$ cat config.mk
export PLATFORM = sky130hd
export DESIGN_NAME = sync_fifo16
export DESIGN_NICKNAME = d
export VERILOG_FILES = /design/src/rtl/sync_fifo16.sv
export SDC_FILE = /design/constraint.sdc
export NUM_CORES = 1
export LEC_CHECK = 0
export CAP_MARGIN = 15
export CORE_MARGIN = 1.5
export CORE_UTILIZATION = 53
export DETAILED_ROUTE_END_ITERATION = 7
export GPL_TIMING_DRIVEN = 0
export HOLD_SLACK_MARGIN = 0.06
export PLACE_DENSITY = 0.75
export SLEW_MARGIN = 20
export SYNTH_ARGS = -nofsm -noshare
export SYNTH_HDL_FRONTEND = slang
export SYNTH_SLANG_ARGS = --single-unit
$ cat constraint.sdc
create_clock -name clk -period 2.4 [get_ports clk]
set_input_delay 0.48 -clock clk [delete_from_list [all_inputs] [get_ports clk]]
set_output_delay 0.48 -clock clk [all_outputs]
set_load 0.01 [all_outputs]
$ cat src/rtl/sync_fifo16.sv
// Single-clock FIFO with 2**BUF_WIDTH entries, registered read data and occupancy flags.
// Define FIFO16_ERR_FLAGS_EN to add registered overflow/underflow pulse outputs.
module sync_fifo16 #(
    parameter int unsigned BUF_WIDTH  = 4,
    parameter int unsigned DATA_WIDTH = 4
) (
    input  logic                  clk,
    input  logic                  rst,
    input  logic [DATA_WIDTH-1:0] buf_in,
    input  logic                  wr_en,
    input  logic                  rd_en,
    output logic [DATA_WIDTH-1:0] buf_out,
    output logic                  buf_empty,
    output logic                  buf_full,
    output logic                  almost_empty,
    output logic                  almost_full,
    output logic [BUF_WIDTH:0]    fifo_counter
`ifdef FIFO16_ERR_FLAGS_EN
    ,
    output logic                  overflow,
    output logic                  underflow
`endif
);

    localparam int unsigned       DEPTH           = 1 << BUF_WIDTH;
    localparam logic [BUF_WIDTH:0] FULL_CNT        = {1'b1, {BUF_WIDTH{1'b0}}};
    localparam logic [BUF_WIDTH:0] ALMOST_FULL_CNT = {1'b0, {BUF_WIDTH{1'b1}}};
    localparam logic [BUF_WIDTH:0] ONE_CNT         = (BUF_WIDTH+1)'(1);

    logic [DATA_WIDTH-1:0] mem [DEPTH];
    logic [BUF_WIDTH-1:0]  wr_ptr;
    logic [BUF_WIDTH-1:0]  rd_ptr;
    logic                  do_wr;
    logic                  do_rd;

    always_comb begin
        buf_empty    = (fifo_counter == '0);
        buf_full     = (fifo_counter == FULL_CNT);
        almost_empty = (fifo_counter <= ONE_CNT);
        almost_full  = (fifo_counter >= ALMOST_FULL_CNT);
        // A write into a full FIFO is allowed when a read frees a slot in the same cycle.
        do_wr        = wr_en & (~buf_full | rd_en);
        do_rd        = rd_en & ~buf_empty;
    end

    // Storage has no reset; contents are only meaningful between the pointers.
    always_ff @(posedge clk) begin
        if (do_wr) begin
            mem[wr_ptr] <= buf_in;
        end
    end

    always_ff @(posedge clk) begin
        if (rst) begin
            wr_ptr       <= '0;
            rd_ptr       <= '0;
            buf_out      <= '0;
            fifo_counter <= '0;
        end else begin
            if (do_wr) begin
                wr_ptr <= wr_ptr + BUF_WIDTH'(1);
            end
            if (do_rd) begin
                buf_out <= mem[rd_ptr];
                rd_ptr  <= rd_ptr + BUF_WIDTH'(1);
            end
            case ({do_wr, do_rd})
                2'b10:   fifo_counter <= fifo_counter + ONE_CNT;
                2'b01:   fifo_counter <= fifo_counter - ONE_CNT;
                default: fifo_counter <= fifo_counter;
            endcase
        end
    end

`ifdef FIFO16_ERR_FLAGS_EN
    always_ff @(posedge clk) begin
        if (rst) begin
            overflow  <= 1'b0;
            underflow <= 1'b0;
        end else begin
            overflow  <= wr_en & buf_full & ~rd_en;
            underflow <= rd_en & buf_empty & ~wr_en;
        end
    end
`endif

endmodule

==> results of run 1 <==
## registers in the layout (all words and copies together), names as in the netlist
register / flops
fifo_counter: 5
rd_ptr: 4
buf_out: 4
wr_ptr: 4
mem: 64
## per-layer routing
metal | wire [µm] | vias up | share of wire, % | global-route usage (%)
li1 | - | 873 | - | -
met1 | 2700 | 911 | 44 | 25.7
met2 | 2990 | 41 | 49 | 29.9
met3 | 258 | 15 | 4.2 | 4.35
met4 | 141 | 0 | 2.3 | 9.39
met5 | 0 | - | 0 | 0
## logic make-up after synthesis
| family | count (synthesis) | synth area share (%) |
|---|---|---|
| muxes | 26 | 14.9 |
| AOI/OAI and AO/OA | 12 | 2.18 |
| xor gates and xnor gates | 9 | 2.29 |
| DFF | 81 | 65.8 |
| and+or+nand+nor | 56 | 7.86 |
| adders and majority gates | 11 | 4.00 |
| buffers and inverters | 22 | 2.98 |
## layout by cell type (no fill, tap or decap), drive strengths merged, types with 2 or more instances in the layout
master,n
nand3,2
bufinv,2
buf,9
clkbuf,12
mux2i,6
or4b,2
nand2b,2
edfxtp,64
and3,3
nor2,28
nand2,8
a21oi,5
clkdlybuf4s50,17
o211ai,2
xor2,6
dfxtp,17
ha,11
clkinvlp,2
mux4,20
nor3,4
dlygate4sd2,2
inv,11
xnor2,3
## timing repair
item	4_1_cts	5_1_grt
endpoints found under the setup margin	7	2
pin swaps	1	0
gates resized for setup	8	2
buffers inserted	3	0
cloned	0	0
## where the power goes
group | switching (mW) | leakage (nW) | internal [mW]
Clock | 0.511 | 0.106 | 0.594
Combinational | 0.508 | 0.517 | 0.610
Sequential | 0.103 | 0.718 | 1.62
Total | 1.12 | 1.34 | 2.82
## final cells by class
class | instances | area share (%)
buffer | 9 | 1.32
clock buffer | 9 | 3.11
clock inverter | 7 | 2.54
inverter | 9 | 0.848
multi-input combinational | 114 | 27.6
sequential | 81 | 56.9
tap | 77 | 2.42
timing repair buffer | 22 | 5.28
## worst min path at each step
| stage | cells after the start | endpoint | slack [ns] | start |
|---|---|---|---|---|
| 2_1_floorplan | 2 | wr_ptr[1]$_SDFFE_PP0P_ | 0.48 | wr_ptr[1]$_SDFFE_PP0P_ |
| 3_3_place_gp | 2 | buf_out[3]$_SDFFE_PP0P_ | 0.47 | buf_out[3]$_SDFFE_PP0P_ |
| 3_5_place_dp | 2 | buf_out[1]$_SDFFE_PP0P_ | 0.49 | buf_out[1]$_SDFFE_PP0P_ |
| 4_1_cts | 2 | fifo_counter[4]$_SDFFE_PP0P_ | 0.48 | rst |
| 5_1_grt | 2 | wr_ptr[0]$_SDFFE_PP0P_ | 0.50 | rst |
| 6_report | 2 | wr_ptr[3]$_SDFFE_PP0P_ | 0.48 | rst |
## worst register-to-register path, cell delays in order, from the launching register on
cell and delay (ns):
dfxtp_4 0.38, inv_1 0.10, ha_2 0.20, nand4bb_1 0.15, o21a_2 0.26, inv_2 0.07
ha_4 0.18, or4b_1 0.46, a21oi_2 0.15, xnor2_1 0.13, nor2_1 0.05
==> impl_metrics.yaml, run 1 <==
status:
  outcome: "complete, no violations"
placement:
  io_buffers: 19
  placed_cells_incl_taps: 313
  routabilityCongestion: 0.770
  place_ws_ns: -0.348
  placed_area_mm2: 0.00373
  dp_hpwl_um: 4220
setup_path:
  path_depth: 5
  setup.worst_path.end: "buf_empty"
  timing.setup.critical_path_class: "register to primary output"
  reg2reg_from: "fifo_counter[0]$_SDFFE_PP0P_"
  path_max_fanout: 8
  cp-start-kind: "register"
  reg2reg_to: "fifo_counter[3]$_SDFFE_PP0P_"
  setup.worst_path.start: "fifo_counter[0]$_SDFFE_PP0P_"
  worst_ep_arrival_time_ns: 1.84
  critPathRequiredTime_ns: 1.92
  crit_path_max_delay_family: "simple AND/OR/NAND/NOR gates"
  critPathMostFrequentCell: "inv_1"
  worst_path_cell_trace: "inv_1 > ha_2 > or4b_4 > inv_1 > dlygate4sd2_1"
  ff_to_ff_setup_slack_ns: 0.15
  slowest_stage: "or4b_4"
  worst-path-buf-inv: 3
  timing.reg2reg.worst_path_depth: 10
  worstSetupEndpointType: "primary output"
  largest_incremental_delay_on_the_critical_path_ns: 0.49
route:
  drt_pass1_iterations: 4
  routed_wl_um: 6100
  avgRoutedWirePerCell_um: 18.6
  viasPerCell: 5.61
  residual_antenna_violating_net_count_after_detailed_routing: 0
  detailroute.via_count: 1840
  drtIter0Drc: 99
  detail_route.drc_violations: 0
timing:
  transition_time_of_the_tightest_slew_check_pin_ns: 0.602
  timing.fmax_mhz: 431
  slew_viol_final: 0
  finalCritPeriodShare_pct: 96.7
  relSlewSlack_pct: 59.6
  final.setup.tns_ns: 0
  clock_skew_ns: 0.00502
  setup_violations: 0
  timing.final.ws_setup_ns: 0.0799
  timing.final.hold_violations: 0
  rsz_0062_raised_after_global_routing: "no"
  finalWorstPathRequiredPeriod_ns: 2.32
  holdWs_ns: 0.483
clocking:
  clock_path_buffers: 2
  cts_h_tree_lvls: 3
  cts-root-buf: "clkbuf_8"
  clkTransAtPathRegs_ns: 0.08
  cts-buffers-inserted: 9
  cts.sinks: 81
  post_cts_hold_buffers: 0
  worstSkewPairLatency_ns: 0.35
  cts_tree: "yes"
yosys:
  syn-cell-area_mm2: 0.00344
  syn-mean-instance-area_um2: 15.8
  fraction_of_post_synthesis_cell_area_in_the_top_cell_type_by_area_pct: 55.9
  synthTopCellsByArea: "edfxtp_1, mux4_2, dfxtp_1"
  cell_taking_the_most_area_after_synthesis: "edfxtp_1"
  mappedNetlistNets: 236
  yosys.cell_types.count: 34
  number_of_synthesized_flops_with_an_enable_pin: 64
  synth_seq_area_share_pct: 65.8
  ys_async_sr_fraction_pct: 0
  synth_commonest_cells: "edfxtp_1, nor2_1, mux4_2, dfxtp_1, ha_1"
  synth_seq_cells: 81
  yosys.cell_count.top_type: "edfxtp_1"
  postSynth.topFlopCell: "edfxtp_1"
  yosys_warnings: 0
  gate_count_post_synth: 217
cells_and_area:
  multi_input_area_mm2: 0.00110
  num-fill-cells: 469
  final_net_count: 265
  antenna_cells_inserted: 0
  finish.utilization_pct: 63.1
  drive_above_1_share_pct: 21.5
  seq_area_mm2: 0.00227
  post_layout_nonfiller_instances: 328
  finish.instance_area_mm2: 0.00398
  layout-area-overhead-vs-synth_pct: 15.9
die:
  design.die.area_mm2: 0.00698
  design.core.area_mm2: 0.00631
  chipHeight_um: 83.5
  die-width_um: 83.5
  fp-row-count: 29
  floorplan.initialDensity_pct: 54.4
  io-pin-count: 21
pwr:
  vdd_drop_max_v: 0.000659
  power.density_cell_area_mw_per_mm2: 990
  post-layout-total-power_mw: 3.95
  p_leak_nw: 1.34
flow_run:
  drv_cap: 0
grt:
  groute.usage.overall_pct: 19.1
  maximum_number_of_pins_on_one_net_before_global_route_repair: 17
  antenna_violations_before_repair: 0
  grt_pass1_wl_um: 9900
  first_global_vias: 1878
  grt_overflow: 0
worst_hold_path:
  worst_hold_path_type: "input port to register"
(Power assumes the default switching activity.)
==> run 2: changes to the inputs <==
--- a/config.mk
+++ b/config.mk
@@ -6,12 +6,15 @@
 export NUM_CORES = 1
 export LEC_CHECK = 0
 export CAP_MARGIN = 15
+export CELL_PAD_IN_SITES_DETAIL_PLACEMENT = 0
+export CELL_PAD_IN_SITES_GLOBAL_PLACEMENT = 2
 export CORE_MARGIN = 1.5
-export CORE_UTILIZATION = 53
+export CORE_UTILIZATION = 42
 export DETAILED_ROUTE_END_ITERATION = 7
+export DONT_BUFFER_PORTS = 1
 export GPL_TIMING_DRIVEN = 0
 export HOLD_SLACK_MARGIN = 0.06
-export PLACE_DENSITY = 0.75
+export PLACE_DENSITY_LB_ADDON = 0.1
 export SLEW_MARGIN = 20
 export SYNTH_ARGS = -nofsm -noshare
 export SYNTH_HDL_FRONTEND = slang
==> impl_metrics.yaml, run 2 (synthesized netlist as in run 1, its figures left out) <==
grt:
  maximum_number_of_pins_on_one_net_before_global_route_repair: 17
  groute.usage.overall_pct: 17.2
  antenna_violations_before_repair: 0
  grt_pass1_wl_um: 10600
  grt_overflow: 0
  first_global_vias: 1818
cells_and_area:
  reg_top3: "mem (64), fifo_counter (5)"
  most-common-layout-cells: "edfxtp_1, nor2_1, mux4_2"
  final_net_count: 245
  commonest_non_fill_non_tap_cell_in_the_layout: "edfxtp_1"
  antenna_cells_inserted: 0
  layout-area-overhead-vs-synth_pct: 11.4
  top_register: "mem"
  largest_register_ff_count: 64
  num-fill-cells: 668
  finish.utilization_pct: 49.1
  drive_above_1_share_pct: 22.9
timing:
  timing.fmax_mhz: 436
  clock_skew_ns: 0.0101
  finalCritPeriodShare_pct: 95.6
  transition_time_of_the_tightest_slew_check_pin_ns: 0.860
  slew_viol_final: 0
  finalWorstPathRequiredPeriod_ns: 2.29
  timing.final.hold_violations: 0
  final.setup.tns_ns: 0
  setup_violations: 0
  holdWs_ns: 0.217
  timing.final.ws_setup_ns: 0.105
  relSlewSlack_pct: 42.2
flow_run:
  drv_cap: 0
placement:
  routabilityCongestion: 0.765
  dp_hpwl_um: 4780
  place_ws_ns: -0.247
  io_buffers: 0
setup_path:
  timing.setup.critical_path_class: "register to register"
  largest_incremental_delay_on_the_critical_path_ns: 0.49
  path_depth: 9
  slowest_stage: "or4b_4"
  worst-path-buf-inv: 2
  worstSetupEndpointType: "register"
  crit_path_max_delay_family: "simple AND/OR/NAND/NOR gates"
  path_max_fanout: 8
  worst_path_cell_trace: "inv_4 > ha_4 > or4b_4 > and2_1 > buf_6 > ha_4 > mux2i_1 > or3_1 > a21oi_1"
  critPathMostFrequentCell: "ha_4"
  critPathRequiredTime_ns: 2.68
  timing.reg2reg.worst_path_depth: 9
  worst_ep_arrival_time_ns: 2.57
  cp-start-kind: "register"
route:
  residual_antenna_violating_net_count_after_detailed_routing: 0
  viasPerCell: 5.47
  drtIter0Drc: 121
  drt_pass1_iterations: 7
  routed_wl_um: 6900
  avgRoutedWirePerCell_um: 20.7
  detail_route.drc_violations: 0
  detailroute.via_count: 1822
die:
  floorplan.initialDensity_pct: 44.0
  design.core.area_mm2: 0.00781
  design.die.area_mm2: 0.00873
  fp-row-count: 32
  io-pin-count: 21
  chipHeight_um: 93.5
  die-width_um: 93.5
clocking:
  cts-root-buf: "clkbuf_8"
  cts.sinks: 81
  cts-buffers-inserted: 9
  worstSkewPairLatency_ns: 0.35
  cts_h_tree_lvls: 3
  cts_tree: "yes"
  clkTransAtPathRegs_ns: 0.09
  post-cts-setup-buffer-count: 0
  clock_path_buffers: 2
  post_cts_hold_buffers: 0
pwr:
  p_comb_share_pct: 25.8
  share_clk_of_total_power_pct: 27.0
  sw_frac_of_total_pct: 30.6
  vdd_drop_max_v: 0.000369
  int_pwr_mw: 2.59
  p_leak_nw: 1.26
  power.density_cell_area_mw_per_mm2: 976
  p_seq_share_pct: 47.2
  psw_mw: 1.14
worst_hold_path:
  worst_hold_path_type: "input port to register"
  worst_hold_path.num_cells: 0
status:
  outcome: "complete, no violations"
-- run 2: cell types whose count changed in the layout (fill, tap and decap cells not counted), sizes merged --
cell           change
dlygate4sd2        -2
bufinv             -1
buf                -1
inv                +1
clkdlybuf4s50     -17
-- run 2: timing repair --
item	CTS	global route
gates resized for setup	11	6
endpoints found under the setup margin	13	3
hold endpoints to repair	0	0
cloned	0	0
pin swaps	1	0
-- run 2: final cells by class --
class / count / area (µm²) / area share, %
well taps: 102 / 128 / 3.33
inverters: 9 / 38.8 / 1.01
clock inverters: 7 / 76.3 / 1.99
clock buffers: 9 / 124 / 3.23
flip-flops and latches: 81 / 2270 / 59.3
plain buffers: 11 / 68.8 / 1.80
multi-input cells: 114 / 1120 / 29.4
-- run 2: worst paths after layout --
path / startpoint / end / slack [ns]
worst max register to register: fifo_counter[0]$_SDFFE_PP0P_ / fifo_counter[2]$_SDFFE_PP0P_ / 0.11
worst min-delay path: buf_in[3] / mem[7][3]$_DFFE_PP_ / 0.22
worst min register to register: wr_ptr[1]$_SDFFE_PP0P_ / wr_ptr[1]$_SDFFE_PP0P_ / 0.54
worst max-delay path: fifo_counter[0]$_SDFFE_PP0P_ / fifo_counter[2]$_SDFFE_PP0P_ / 0.11
-- run 2: metrics by stage --
stage               instances  total power, mW  cell area, µm²
finish                    333             3.74            3830
floorplan                 217             2.45            3440
detailed placement        319             2.65            3570
CTS                       333             3.71            3800
global placement          319             2.61            3570
global route              333             3.93            3830
-- run 2: worst register-to-register path: stages, from the launching register on --
cell,delay (ns)
dfxtp_4,0.40
inv_4,0.08
ha_4,0.15
or4b_4,0.49
and2_1,0.19
buf_6,0.15
ha_4,0.19
mux2i_1,0.13
or3_1,0.31
a21oi_1,0.14
-- run 2: per-layer routing --
metal,global-route usage (%),share of wire [%],up-vias
met3,3.50,3.3,10
met2,26.6,48,31
met1,24.4,47,951
met4,5.81,1.4,0
li1,-,-,830
met5,0,0,-
-- run 2: power by group through the flow --
stage / registers [mW] / logic (mW) / clock network, mW
floorplan: 1.74 / 0.706 / 0
global placement: 1.77 / 0.841 / 0
detailed placement: 1.77 / 0.871 / 0
CTS: 1.76 / 0.931 / 1.02
global route: 1.78 / 1.06 / 1.08
finish: 1.76 / 0.964 / 1.01
